**src/rtl/seq_pkg.sv**
```systemverilog
// Definitions shared by the 1011 detector and the frame collector:
// the FSM state encoding and the default frame length.
package seq_pkg;

   typedef enum logic [1:0] {
      IDLE    = 2'd0,
      COLLECT = 2'd1,
      REPORT  = 2'd2
   } state_t;

   localparam int DEFAULT_FRAME_LEN = 8;

endpackage

```
**src/rtl/sat_acc.sv**
```systemverilog
// Saturating accumulator: adds a narrower unsigned value on enable and
// clamps at all-ones instead of wrapping.
module sat_acc #(
   parameter int W     = 16,
   parameter int ADD_W = 4
) (
   input  logic             clk,
   input  logic             rst,
   input  logic             en,
   input  logic [ADD_W-1:0] add,
   output logic [W-1:0]     acc
);

   // One guard bit catches the carry-out that signals saturation.
   logic [W:0] sum;
   assign sum = {1'b0, acc} + {{(W + 1 - ADD_W){1'b0}}, add};

   always_ff @(posedge clk) begin
      if (rst)
         acc <= '0;
      else if (en)
         acc <= sum[W] ? {W{1'b1}} : sum[W-1:0];
   end

endmodule

```
**src/rtl/match_frame_collector.sv**
```systemverilog
// Groups the detector's per-bit stream into fixed-length frames and reports
// received byte, match mask and match count through a valid/ack handshake.
module match_frame_collector
   import seq_pkg::*;
#(
   parameter int FRAME_LEN = DEFAULT_FRAME_LEN,
   parameter int CNT_W     = 4,
   parameter int TOT_W     = 16
) (
   input  logic                 clk,
   input  logic                 rst,
   input  logic                 start,
   input  logic                 bit_valid,
   input  logic                 bit_in,
   input  logic                 match_in,
   input  logic                 res_ack,
   output logic                 res_valid,
   output logic [FRAME_LEN-1:0] rx_byte,
   output logic [FRAME_LEN-1:0] match_mask,
   output logic [CNT_W-1:0]     match_cnt,
   output logic [TOT_W-1:0]     total_matches,
   output logic                 frame_abort,
   output logic                 overrun
);

   localparam int IDX_W = (FRAME_LEN > 1) ? $clog2(FRAME_LEN) : 1;
   localparam logic [IDX_W-1:0] LAST_IDX = IDX_W'(FRAME_LEN - 1);

   state_t               state_reg, state_next;
   logic [IDX_W-1:0]     idx_reg, idx_next;
   logic [FRAME_LEN-1:0] rx_reg, rx_next;
   logic [FRAME_LEN-1:0] mask_reg, mask_next;
   logic [CNT_W-1:0]     cnt_reg, cnt_next;
   logic                 abort_reg, abort_next;
   logic                 overrun_reg, overrun_next;
   logic                 acc_en;
   logic [CNT_W-1:0]     final_cnt;

   // The last bit's match must be included in the total, so add the
   // count as it will be after this edge, not the registered one.
   assign final_cnt = cnt_reg + CNT_W'(match_in);

   always_ff @(posedge clk) begin
      if (rst) begin
         state_reg   <= IDLE;
         idx_reg     <= '0;
         rx_reg      <= '0;
         mask_reg    <= '0;
         cnt_reg     <= '0;
         abort_reg   <= 1'b0;
         overrun_reg <= 1'b0;
      end else begin
         state_reg   <= state_next;
         idx_reg     <= idx_next;
         rx_reg      <= rx_next;
         mask_reg    <= mask_next;
         cnt_reg     <= cnt_next;
         abort_reg   <= abort_next;
         overrun_reg <= overrun_next;
      end
   end

   always_comb begin
      state_next   = state_reg;
      idx_next     = idx_reg;
      rx_next      = rx_reg;
      mask_next    = mask_reg;
      cnt_next     = cnt_reg;
      abort_next   = 1'b0;
      overrun_next = overrun_reg;
      acc_en       = 1'b0;

      unique case (state_reg)
         IDLE: begin
            if (start) begin
               state_next = COLLECT;
               idx_next   = '0;
               rx_next    = '0;
               mask_next  = '0;
               cnt_next   = '0;
            end
         end
         COLLECT: begin
            if (start) begin
               idx_next   = '0;
               rx_next    = '0;
               mask_next  = '0;
               cnt_next   = '0;
               abort_next = 1'b1;
            end else if (bit_valid) begin
               rx_next   = {rx_reg[FRAME_LEN-2:0], bit_in};
               mask_next = {mask_reg[FRAME_LEN-2:0], match_in};
               cnt_next  = final_cnt;
               idx_next  = idx_reg + 1'b1;
               if (idx_reg == LAST_IDX) begin
                  state_next = REPORT;
                  idx_next   = '0;
                  acc_en     = 1'b1;
               end
            end
         end
         REPORT: begin
            if (res_ack) begin
               if (start) begin
                  state_next = COLLECT;
                  idx_next   = '0;
                  rx_next    = '0;
                  mask_next  = '0;
                  cnt_next   = '0;
               end else begin
                  state_next = IDLE;
               end
            end else if (start) begin
               overrun_next = 1'b1;
            end
         end
         default: state_next = IDLE;
      endcase
   end

   sat_acc #(
      .W     (TOT_W),
      .ADD_W (CNT_W)
   ) u_total (
      .clk (clk),
      .rst (rst),
      .en  (acc_en),
      .add (final_cnt),
      .acc (total_matches)
   );

   assign res_valid   = (state_reg == REPORT);
   assign rx_byte     = rx_reg;
   assign match_mask  = mask_reg;
   assign match_cnt   = cnt_reg;
   assign frame_abort = abort_reg;
   assign overrun     = overrun_reg;

endmodule

```
**config.mk**
```make
export PLATFORM = sky130hd
export DESIGN_NAME = match_frame_collector
export DESIGN_NICKNAME = d
export VERILOG_FILES = /design/src/rtl/seq_pkg.sv /design/src/rtl/sat_acc.sv /design/src/rtl/match_frame_collector.sv
export SDC_FILE = /design/constraint.sdc
export NUM_CORES = 1
export LEC_CHECK = 0
export CORE_UTILIZATION = 45
export CTS_CLUSTER_SIZE = 14
export DETAILED_ROUTE_END_ITERATION = 12
export PLACE_DENSITY = 0.84
export SLEW_MARGIN = 15
export SYNTH_ARGS = -nofsm -noshare
export SYNTH_HDL_FRONTEND = slang
export SYNTH_SLANG_ARGS = --single-unit
```
**constraint.sdc**
```tcl
create_clock -name clk -period 2.65 [get_ports clk]
set_input_delay 0.53 -clock clk [delete_from_list [all_inputs] [get_ports clk]]
set_output_delay 0.53 -clock clk [all_outputs]
set_load 0.03 [all_outputs]
```
# Word-level counts from Yosys, hierarchy flattened
# Cells that the tools add are included.
# W data, S select, Z words.
[classes]
add_sub_neg = 3
mux = 34
reduce_logical = 6
n_eq_ne = 9
bitwise = 2
[ops]
columns = ["cell", "count"]
rows = [
  ["$mux W8", 8],
  ["$pmux W8 S3", 2],
  ["$add A16 B4 Y17", 1],
  ["$mux W16", 1],
  ["$mux W4", 4],
  ["$mux W3", 5],
  ["$pmux W4 S3", 1],
  ["$mux W2", 5],
  ["$ne A2 B2 Y1 const B", 5],
  ["$pmux W3 S3", 1],
  ["$mux W1", 6],
  ["$pmux W2 S3", 1],
  ["$reduce_and A3 Y1", 2],
  ["$reduce_and A5 Y1", 1],
  ["$add A4 B1 Y4", 1],
  ["$add A3 B1 Y3 const B", 1],
  ["$eq A3 B3 Y1 const B", 1],
  ["$ne A3 B3 Y1 const B", 1],
  ["$reduce_bool A3 Y1", 1],
  ["$eq A2 B1 Y1 const B", 1],
  ["$eq A2 B2 Y1 const B", 1],
  ["$logic_not A2 Y1", 1],
  ["$not A1 Y1", 2],
  ["$reduce_or A2 Y1", 1],
]
[word_totals]
regBits = 43
output_inout_bits = 39

# Longest topological paths before layout
# Gate-level depths: netlist (run 1).
[depth]
ltp_word = 5
mapped_depth = 9
ltp_nobuf = 8

# Hierarchy
# From an unflattened synthesis (run 1), not the netlist that was laid out.
[hier_totals]
cells_unflattened = 233
hier_area_um2 = 2143.3
[by_module_without_submodules]
columns = ["module", "seq_area_each_um2", "area_per_inst_um2", "cells_each", "n_inst"]
rows = [
  ["match_frame_collector", 540.5, 1216.2, 128, 1],
  ["sat_acc", 320.3, 927.1, 105, 1],
]

# Worst setup path after synthesis (run 1)
# OpenSTA, ideal clock, no wires.
[synth_timing]
kind = "in2reg"
startpoint = "input match_in"
endpoint = "register u_total.acc[9]"
setup_slack_ps = 142
required_ps = 2576
t_arrival_ps = 2434
stages = 9
n_path_buf = 1
path_cell_list = "ha_1 -> ha_1 -> xor2_1 -> ha_1 -> o21ai_1 -> o21ba_1 -> buf_2 -> or4_1 -> a31oi_1"
[synth_via]
elab_chain_cells = 3
[synth_lines]
columns = ["element", "line_no", "rtl"]
rows = [
  ["start: declaration", "match_frame_collector.sv:15", "input logic match_in,"],
  ["$add A4 B1 Y4", "match_frame_collector.sv:41", "assign final_cnt = cnt_reg + CNT_W'(match_in);"],
  ["$add A16 B4 Y17", "sat_acc.sv:16", "assign sum = {1'b0, acc} + {{(W + 1 - ADD_W){1'b0}}, add};"],
  ["$mux W16", "sat_acc.sv:22", "acc <= sum[W] ? {W{1'b1}} : sum[W-1:0];"],
  ["end signal: assignment", "sat_acc.sv:22", ""],
  ["end: declaration", "sat_acc.sv:11", "output logic [W-1:0] acc"],
]
# No other way between the ends.
# A chain may end at the register's enable or synchronous reset.

# Final worst setup path (run 1)
[layout_timing]
startpoint = "input match_in"
endpoint = "register u_total.acc[10]"
# Same word-level chain as after synthesis.

==> flow_summary.rst, run 1 <==
.. list-table::
   :header-rows: 1

   * - Metric
     - Value
   * - CTS HTree Levels
     - 2
   * - Number of rows created at floorplan
     - 23
   * - Cell internal pwr
     - between 800 and 900 µW
   * - Bufs on Longest Clock Path
     - 2
   * - Die height
     - just under 70 µm
   * - Worst IR Drop VDD
     - 0.3135 mV
   * - Area of placed instances
     - 2621 µm²
   * - Net count of the mapped netlist
     - around 240
   * - Period utilization
     - about nine tenths
   * - Worst max-slew margin expressed relative to the limit
     - about half
   * - Hold Path Stages
     - 2
   * - Synthesized area divided by synthesized cell count
     - 9.023 µm²
   * - Part of the power in combinational logic
     - between 5 and 6%
   * - Category of the worst setup path launch point
     - input port
   * - Buffers inserted by post-CTS timing repair
     - 0
   * - Number of warnings issued by yosys
     - 0
   * - Req. time, crit path
     - 2.88 ns
   * - Clock tree from TritonCTS
     - yes
   * - Crit path setup slack, layout
     - around 0.30 ns
   * - Largest register FFs
     - 16
   * - Post-route DRC
     - 0
   * - Half-perimeter wire length of the detailed placement result
     - roughly 3600 µm
   * - Post-detailed-route count of antenna-violating nets
     - 0
   * - Setup repair after global routing missed its margin
     - no
   * - Critical-path cell list
     - dlymetal6s2s_1 > ha_4 > ha_4 > inv_1 > fa_1 > nand2b_4 > a21o_1 > or4_1 > a31oi_1
   * - Overall power consumption
     - 1.141 mW
   * - Post-synthesis share of cell area spent on full adders, half adders and majority gates
     - between 5 and 6%
   * - Fin Hold WS
     - slightly below 0.5 ns
   * - I/O pin cnt
     - 46
   * - Hold path startpoint
     - overrun
   * - Clock tree sinks
     - 43
   * - Final count of negative-setup-slack endpoints
     - 0
   * - First-pass GRT wire length
     - 8031 µm
   * - Clock Power Share
     - a little under two fifths
   * - Startpoint of the worst register-to-register path
     - match_cnt[0]
   * - Clock edge transition at the registers on the reported setup and hold paths
     - about 0.08 ns
   * - Complex-gate fraction of the synthesized area
     - 25.11%
   * - Status
     - completed
   * - Reg2reg setup slack
     - around 0.32 ns
   * - Latest clock arrival within the worst-skew pair
     - around 0.31 ns
   * - Hold-fix buffers at CTS
     - 0
   * - Final design instance area without fill
     - approximately 2800 µm²
   * - Port Buffers
     - 45
   * - Maximum fanout encountered on the critical timing path
     - 3
   * - Main combinational cell family by area after synthesis
     - compound AO/OA/AOI/OAI gates
   * - Largest incremental delay on the critical path
     - ~0.42 ns
   * - Cell mode on critical path
     - sky130_fd_sc_hd__ha_4
   * - Most common cell after layout, fill and taps aside
     - sky130_fd_sc_hd__clkdlybuf4s50_1
   * - Area delta synth->final
     - 38.73%
   * - Initial antenna violation count
     - 0
   * - Count of different cell masters after synthesis
     - 45
   * - Max Slew Vio Count
     - 0
   * - Drt total wl
     - 5289 µm
   * - Number of nets in the final layout
     - 296
   * - Total iterations of the first detailed-routing run
     - 6
   * - Cell area after technology mapping
     - around 2000 µm²
   * - Floorplan core area
     - roughly 4100 µm²
   * - Sw frac
     - 24.55%
   * - Psw
     - 280.2 µW
   * - Hold Path Sink
     - overrun
   * - Mux share of post-synthesis cell area
     - 0%
   * - Number of DRC markers after the initial detailed-route iteration
     - about 200
   * - Largest net degree at the start of global routing
     - 25
   * - Setup Skew
     - 0.008154 ns
   * - Data arrival time of the critical path
     - roughly 2.6 ns
   * - Overall fraction of global-route tracks in use
     - about a quarter
   * - Slew at the pin with the worst max-slew slack
     - about 0.78 ns
   * - Initial core utilization
     - about half
   * - Worst reg2reg path depth
     - 8
   * - Clk root buf
     - sky130_fd_sc_hd__clkbuf_8
   * - Register bit count reported by yosys
     - 43
   * - Syn Inst Count
     - between 200 and 250
   * - Fmax
     - roughly 430 MHz
   * - Share of flip-flops with an asynchronous set or reset after synthesis
     - 0%
   * - Number of placed instances, taps included
     - ~320
   * - Routed via count
     - approximately 2.0k
   * - Highest-count cells in the layout ignoring fill and taps
     - sky130_fd_sc_hd__clkdlybuf4s50_1, sky130_fd_sc_hd__dfxtp_1, sky130_fd_sc_hd__nor2_1, sky130_fd_sc_hd__a22oi_1, sky130_fd_sc_hd__buf_4
   * - Number of clock buffers inserted by TritonCTS
     - 5
   * - Fraction of the mapped netlist area in simple logic gates
     - 20.17%
   * - GP Congestion
     - 0.8925
   * - Crit path max-delay cell type
     - sky130_fd_sc_hd__fa_1
   * - Critical path start-end classification
     - in -> reg
   * - Die boundary width
     - between 60 and 70 µm
   * - Class of the most critical hold timing path
     - reg -> reg
   * - Crit end category
     - flip-flop
   * - GRT overflow
     - 0
   * - Post-route insts no fill
     - between 300 and 400
   * - Floorplan die area
     - ~4700 µm²
   * - Per-cell via count in the routed design
     - a little over 6
   * - Dominant synthesized flop cell
     - sky130_fd_sc_hd__dfxtp_1
   * - Vias in the first global route
     - 1757
   * - Final Critical Period
     - 2.349 ns
   * - Number of antenna diodes
     - 0
   * - Number of enable flip-flop cells after synthesis
     - 0
   * - Max capacitance violation total
     - 0
   * - Leak Pwr
     - between 0.9 and 1 nW
   * - Synth Area in XOR/XNOR
     - under 10%
   * - Count of final hold-check violations
     - 0
   * - Sequential group share of total power
     - 57.2%
   * - Final routed wire length divided by cell count
     - between 15 and 20 µm
   * - Largest reg by FF count
     - u_total.acc
   * - Critical R2R Capture
     - u_total.acc[10]
   * - DP Worst Slack
     - -0.4076 ns
   * - Power density over cell area
     - 410.7 nW/µm²
   * - Layout cell share with drive strength beyond 1
     - between 10% and 20%
   * - Share of synthesized area occupied by flip-flops and latches
     - a little over two fifths
## final cells by class
type                    instances  area (µm²)
fillers                       329        1365
multi-input cells             161        1144
well taps                      50       62.56
inverters                       6       22.52
clock buffers                   6       72.57
repair buffers                 63       604.3
flip-flops and latches         43       860.8
clock inverters                 2       12.51
## kinds of logic (layout without fill, tap and decap cells)
group                      after synthesis  in the layout
buffers and inverters                   18             77
DFF                                     43             43
xor gates and xnor gates                 4              4
adders and majority gates                9              9
and+or+nand+nor                         76             76
AOI/OAI and AO/OA                       72             72
## worst max path at each step
stage / cells past startpoint / startpoint / slack [ns] / to
detailed placement: 9 / match_in / -0.41 / u_total.acc[10]
CTS: 9 / match_in / 0.003 / u_total.acc[10]
global placement: 9 / match_in / -0.30 / u_total.acc[1]
floorplan: 9 / match_in / 0.14 / u_total.acc[9]
finish: 9 / match_in / 0.30 / u_total.acc[10]
global route: 9 / match_in / 0.24 / u_total.acc[10]
## metrics by stage
stage,TNS [ns],utilization [%]
floorplan,0,-
finish,0,67.06
global placement,-4.046,63.25
global route,0,67.06
CTS,0,65.79
detailed placement,-5.294,63.25
## power by group through the flow
stage,Combinational (mW),Clock (mW),Sequential [mW]
4_1_cts,0.0651,0.422,0.652
3_3_place_gp,0.0634,0,0.667
2_1_floorplan,0.0323,0,0.669
6_report,0.0661,0.423,0.652
5_1_grt,0.0704,0.449,0.653
3_5_place_dp,0.0642,0,0.667
## repair_timing
item,4_1_cts,5_1_grt
setup endpoints to repair,14,16
resized for setup,4,8
hold endpoints to repair,0,0
pin swaps,2,3
## per-layer routing
| metal | share of wire, % | routed length (µm) | vias to the layer above | global-route usage [%] |
|---|---|---|---|---|
| li1 | - | - | 953 | - |
| met1 | 43 | 2262 | 963 | 30.08 |
| met2 | 48 | 2518 | 96 | 35.66 |
| met3 | 6.3 | 331 | 21 | 5.921 |
| met4 | 3.3 | 177 | 0 | 12.50 |
| met5 | 0 | 0 | - | 0 |
## critical path, delay by kind of cell
kind | cells | cell delay (ns)
fa+ha+maj | 3 | 0.87
buf+inv | 2 | 0.22
simple gates | 2 | 0.57
compound gates | 2 | 0.36
## synthesized netlist by cell type, types with 2 or more instances
cell / number / area (µm²)
sky130_fd_sc_hd__inv_1: 6 / 22.52
sky130_fd_sc_hd__ha_1: 8 / 100.1
sky130_fd_sc_hd__nand3b_1: 2 / 15.01
sky130_fd_sc_hd__nor4bb_1: 2 / 20.02
sky130_fd_sc_hd__nand3_1: 8 / 40.04
sky130_fd_sc_hd__nand2_1: 4 / 15.01
sky130_fd_sc_hd__nor2b_1: 3 / 18.77
sky130_fd_sc_hd__nor3_1: 4 / 20.02
sky130_fd_sc_hd__dfxtp_1: 43 / 860.8
sky130_fd_sc_hd__buf_2: 4 / 20.02
sky130_fd_sc_hd__a21o_1: 2 / 15.01
sky130_fd_sc_hd__nand4_1: 4 / 25.02
sky130_fd_sc_hd__a31oi_1: 12 / 75.07
sky130_fd_sc_hd__o31ai_1: 3 / 22.52
sky130_fd_sc_hd__or4_1: 3 / 22.52
sky130_fd_sc_hd__a22oi_1: 22 / 165.2
sky130_fd_sc_hd__and2_1: 3 / 18.77
sky130_fd_sc_hd__clkbuf_1: 7 / 26.28
sky130_fd_sc_hd__xor2_1: 3 / 26.28
sky130_fd_sc_hd__a211oi_1: 5 / 37.54
sky130_fd_sc_hd__and3_1: 3 / 18.77
sky130_fd_sc_hd__a41oi_1: 3 / 26.28
sky130_fd_sc_hd__o21ai_0: 5 / 25.02
sky130_fd_sc_hd__a21oi_1: 9 / 45.04
sky130_fd_sc_hd__o21a_1: 2 / 15.01
sky130_fd_sc_hd__nor2_1: 32 / 120.1
sky130_fd_sc_hd__a311oi_1: 2 / 17.52
(Power assumes the default switching activity.)
==> run 2, diff against run 1 <==
--- a/config.mk
+++ b/config.mk
@@ -9,6 +9,7 @@
 export CTS_CLUSTER_SIZE = 14
 export DETAILED_ROUTE_END_ITERATION = 12
 export PLACE_DENSITY = 0.84
+export SKIP_CTS_REPAIR_TIMING = 1
 export SLEW_MARGIN = 15
 export SYNTH_ARGS = -nofsm -noshare
 export SYNTH_HDL_FRONTEND = slang
==> constraint.sdc (replaced) <==
create_clock -name clk -period 2.65 [get_ports clk]
set_input_delay 0.53 -clock clk [delete_from_list [all_inputs] [get_ports clk]]
set_output_delay 0.53 -clock clk [all_outputs]
set_load 0.01 [all_outputs]
==> run 2 against run 1 <==
Against the previous run:
- flip-flop and latch count unchanged
- routed wire length increased by 1.3%
- first-iteration DRC count increased by 19%
- worst hold slack got worse by 0.00069 ns
- global-route usage decreased by 0.10 points
- register-to-register slack about the same
- setup slack got worse by 0.019 ns
- clock power decreased by 0.9%
- die area unchanged
- largest power group unchanged
==> flow_summary.rst, run 2 (synthesized netlist as in run 1, its figures left out) <==
.. list-table::
   :header-rows: 1

   * - Metric
     - Value
   * - Data arrival time of the critical path
     - 2.57 ns (about the same)
   * - I/O pin cnt
     - 46 (unchanged)
   * - Number of rows created at floorplan
     - 23 (unchanged)
   * - DR WL met2
     - 2642 µm (+4.9%)
   * - Setup repair after global routing missed its margin
     - no
   * - Crit end category
     - flip-flop
   * - Final count of negative-setup-slack endpoints
     - 0 (unchanged)
   * - Leak Pwr
     - 0.9766 nW (about the same)
   * - Number of logic stages on the critical path including buffering
     - 9 (unchanged)
   * - Post-route DRC
     - 0 (unchanged)
   * - Post-detailed-route count of antenna-violating nets
     - 0 (unchanged)
   * - Clk root buf
     - sky130_fd_sc_hd__clkbuf_8
   * - Die height
     - 68.72 µm (unchanged)
   * - Routed via count
     - 2017 (-0.79%)
   * - Initial antenna violation count
     - 0 (unchanged)
   * - Maximum fanout encountered on the critical timing path
     - 3 (unchanged)
   * - Met1 Wirelength
     - 2237 µm (-1.1%)
   * - Most common cell after layout, fill and taps aside
     - sky130_fd_sc_hd__clkdlybuf4s50_1
   * - Worst path top cell family by delay
     - adder cells
   * - Crit path max-delay cell type
     - sky130_fd_sc_hd__fa_1
   * - Worst max-slew margin expressed relative to the limit
     - 47.69% (-0.35 points)
   * - Worst IR Drop VDD
     - 0.3134 mV (about the same)
   * - Highest-count cells in the layout ignoring fill and taps
     - sky130_fd_sc_hd__clkdlybuf4s50_1, sky130_fd_sc_hd__dfxtp_1, sky130_fd_sc_hd__nor2_1, sky130_fd_sc_hd__a22oi_1, sky130_fd_sc_hd__buf_4
   * - Fmax
     - 422.4 MHz (-0.79%)
   * - Req. time, crit path
     - 2.85 ns (-0.03 ns)
   * - Clock edge transition at the registers on the reported setup and hold paths
     - 0.08 ns (about the same)
   * - Largest incremental delay on the critical path
     - 0.43 ns (about the same)
   * - Hold Path Stages
     - 2 (unchanged)
   * - Slew at the pin with the worst max-slew slack
     - 0.7847 ns (+0.005294 ns)
   * - Total buffers and inverters traversed by the critical path
     - 2 (unchanged)
   * - Final core utilization
     - 67.87% (+0.82 points)
   * - Layout cell share with drive strength beyond 1
     - 15.60% (+1.7 points)
   * - Initial core utilization
     - 48.34% (unchanged)
   * - Bufs on Longest Clock Path
     - 2 (unchanged)
   * - Floorplan core area
     - 4144 µm² (unchanged)
   * - Count of final hold-check violations
     - 0 (unchanged)
   * - Final Critical Period
     - 2.367 ns (+0.01864 ns)
   * - Class of the most critical hold timing path
     - reg -> reg
   * - Critical-path cell list
     - dlymetal6s2s_1 > ha_4 > ha_4 > inv_1 > fa_1 > nand2b_4 > a21oi_4 > a41oi_1 > a221oi_1
   * - Number of antenna diodes
     - 0 (unchanged)
   * - Total iterations of the first detailed-routing run
     - 5 (-1)
   * - Half-perimeter wire length of the detailed placement result
     - 3634 µm (unchanged)
   * - Reg2reg setup slack
     - 0.31 ns (about the same)
   * - Setup Skew
     - 0.003204 ns (-0.004950 ns)
   * - Drt total wl
     - 5358 µm (+1.3%)
   * - Number of nets in the final layout
     - 297 (+0.34%)
   * - Power density over cell area
     - 403.7 nW/µm² (-1.7%)
   * - Vias in the first global route
     - 1742 (-0.85%)
   * - Die boundary width
     - 68.72 µm (unchanged)
   * - Max Slew Vio Count
     - 0 (unchanged)
   * - Worst reg2reg path depth
     - 8 (unchanged)
   * - Overall fraction of global-route tracks in use
     - 23.25% (-0.10 points)
   * - Floorplan die area
     - 4722 µm² (unchanged)
   * - Area delta synth->final
     - 40.41%
   * - Number of clock buffers inserted by TritonCTS
     - 5 (unchanged)
   * - First-pass GRT wire length
     - 8004 µm (-0.34%)
   * - GRT overflow
     - 0 (unchanged)
   * - Largest reg by FF count
     - u_total.acc
   * - Status
     - completed
   * - Number of DRC markers after the initial detailed-route iteration
     - 241 (+19%)
   * - Overall power consumption
     - 1.136 mW (-0.50%)
   * - Final routed wire length divided by cell count
     - 16.14 µm (+1.0%)
   * - Latest clock arrival within the worst-skew pair
     - 0.30 ns (about the same)
   * - Largest register FFs
     - 16 (unchanged)
   * - Top metal layer carrying routed signals
     - met4
   * - Cell mode on critical path
     - sky130_fd_sc_hd__ha_4
   * - Period utilization
     - 89.33% (+0.70 points)
   * - Category of the worst setup path launch point
     - input port
   * - Max capacitance violation total
     - 0 (unchanged)
   * - Largest net degree at the start of global routing
     - 25 (unchanged)
   * - CTS HTree Levels
     - 2 (unchanged)
   * - Clock tree sinks
     - 43 (unchanged)
   * - Clock tree from TritonCTS
     - yes
   * - Detailed-routed wire length on met3
     - 349 µm (+5.4%)
   * - Critical path start-end classification
     - in -> reg
   * - GP Congestion
     - 0.8925 (unchanged)
   * - Port Buffers
     - 45 (unchanged)
   * - Per-cell via count in the routed design
     - 6.075 (-1.1%)
==> run 2: worst reg2reg max path, stage by stage, from the launching register on <==
cell and delay, ns:
sky130_fd_sc_hd__dfxtp_1 0.36, sky130_fd_sc_hd__ha_4 0.18, sky130_fd_sc_hd__ha_4 0.27, sky130_fd_sc_hd__inv_1 0.07
sky130_fd_sc_hd__fa_1 0.43, sky130_fd_sc_hd__nand2b_4 0.17, sky130_fd_sc_hd__a21oi_4 0.15, sky130_fd_sc_hd__a41oi_1 0.26
sky130_fd_sc_hd__a221oi_1 0.34
==> run 2: final cells by class <==
class	count	area, µm²
Fill cell	324	1331
Multi-Input combinational cell	161	1170
Sequential cell	43	860.8
Timing Repair Buffer	64	611.8
Clock buffer	6	72.57
Tap cell	50	62.56
Inverter	6	22.52
Clock inverter	2	12.51
==> run 2: power breakdown <==
group	internal [mW]	switching [mW]
combinational	0.0279	0.0362
sequential	0.649	0.00351
clock	0.184	0.235
==> run 2: metal layers <==
layer / vias to the layer above / GRT usage, %
met5: - / 0
met4: 0 / 11.22
met3: 12 / 5.757
met2: 79 / 35.91
met1: 969 / 30.18
li1: 957 / -
==> run 2: path summary, 6_finish.rpt <==
check | endpoint | startpoint
worst min-delay path | overrun | overrun
worst max register to register | u_total.acc[1] | match_cnt[0]
worst max-delay path | u_total.acc[1] | match_in
worst min register to register | overrun | overrun
==> run 2: stage by stage <==
| step | hold WS [ns] | cells | instance area, µm² | setup WS, ns | setup TNS [ns] |
|---|---|---|---|---|---|
| 2_1_floorplan | 0.4815 | 222 | 2003 | 0.1525 | 0 |
| 3_3_place_gp | 0.4607 | 323 | 2621 | -0.2972 | -4.046 |
| 3_5_place_dp | 0.4694 | 323 | 2621 | -0.4076 | -5.294 |
| 4_1_cts | 0.4933 | 331 | 2706 | -0.1110 | -0.9798 |
| 5_1_grt | 0.5231 | 332 | 2813 | 0.2418 | 0 |
| 6_report | 0.4848 | 332 | 2813 | 0.2826 | 0 |
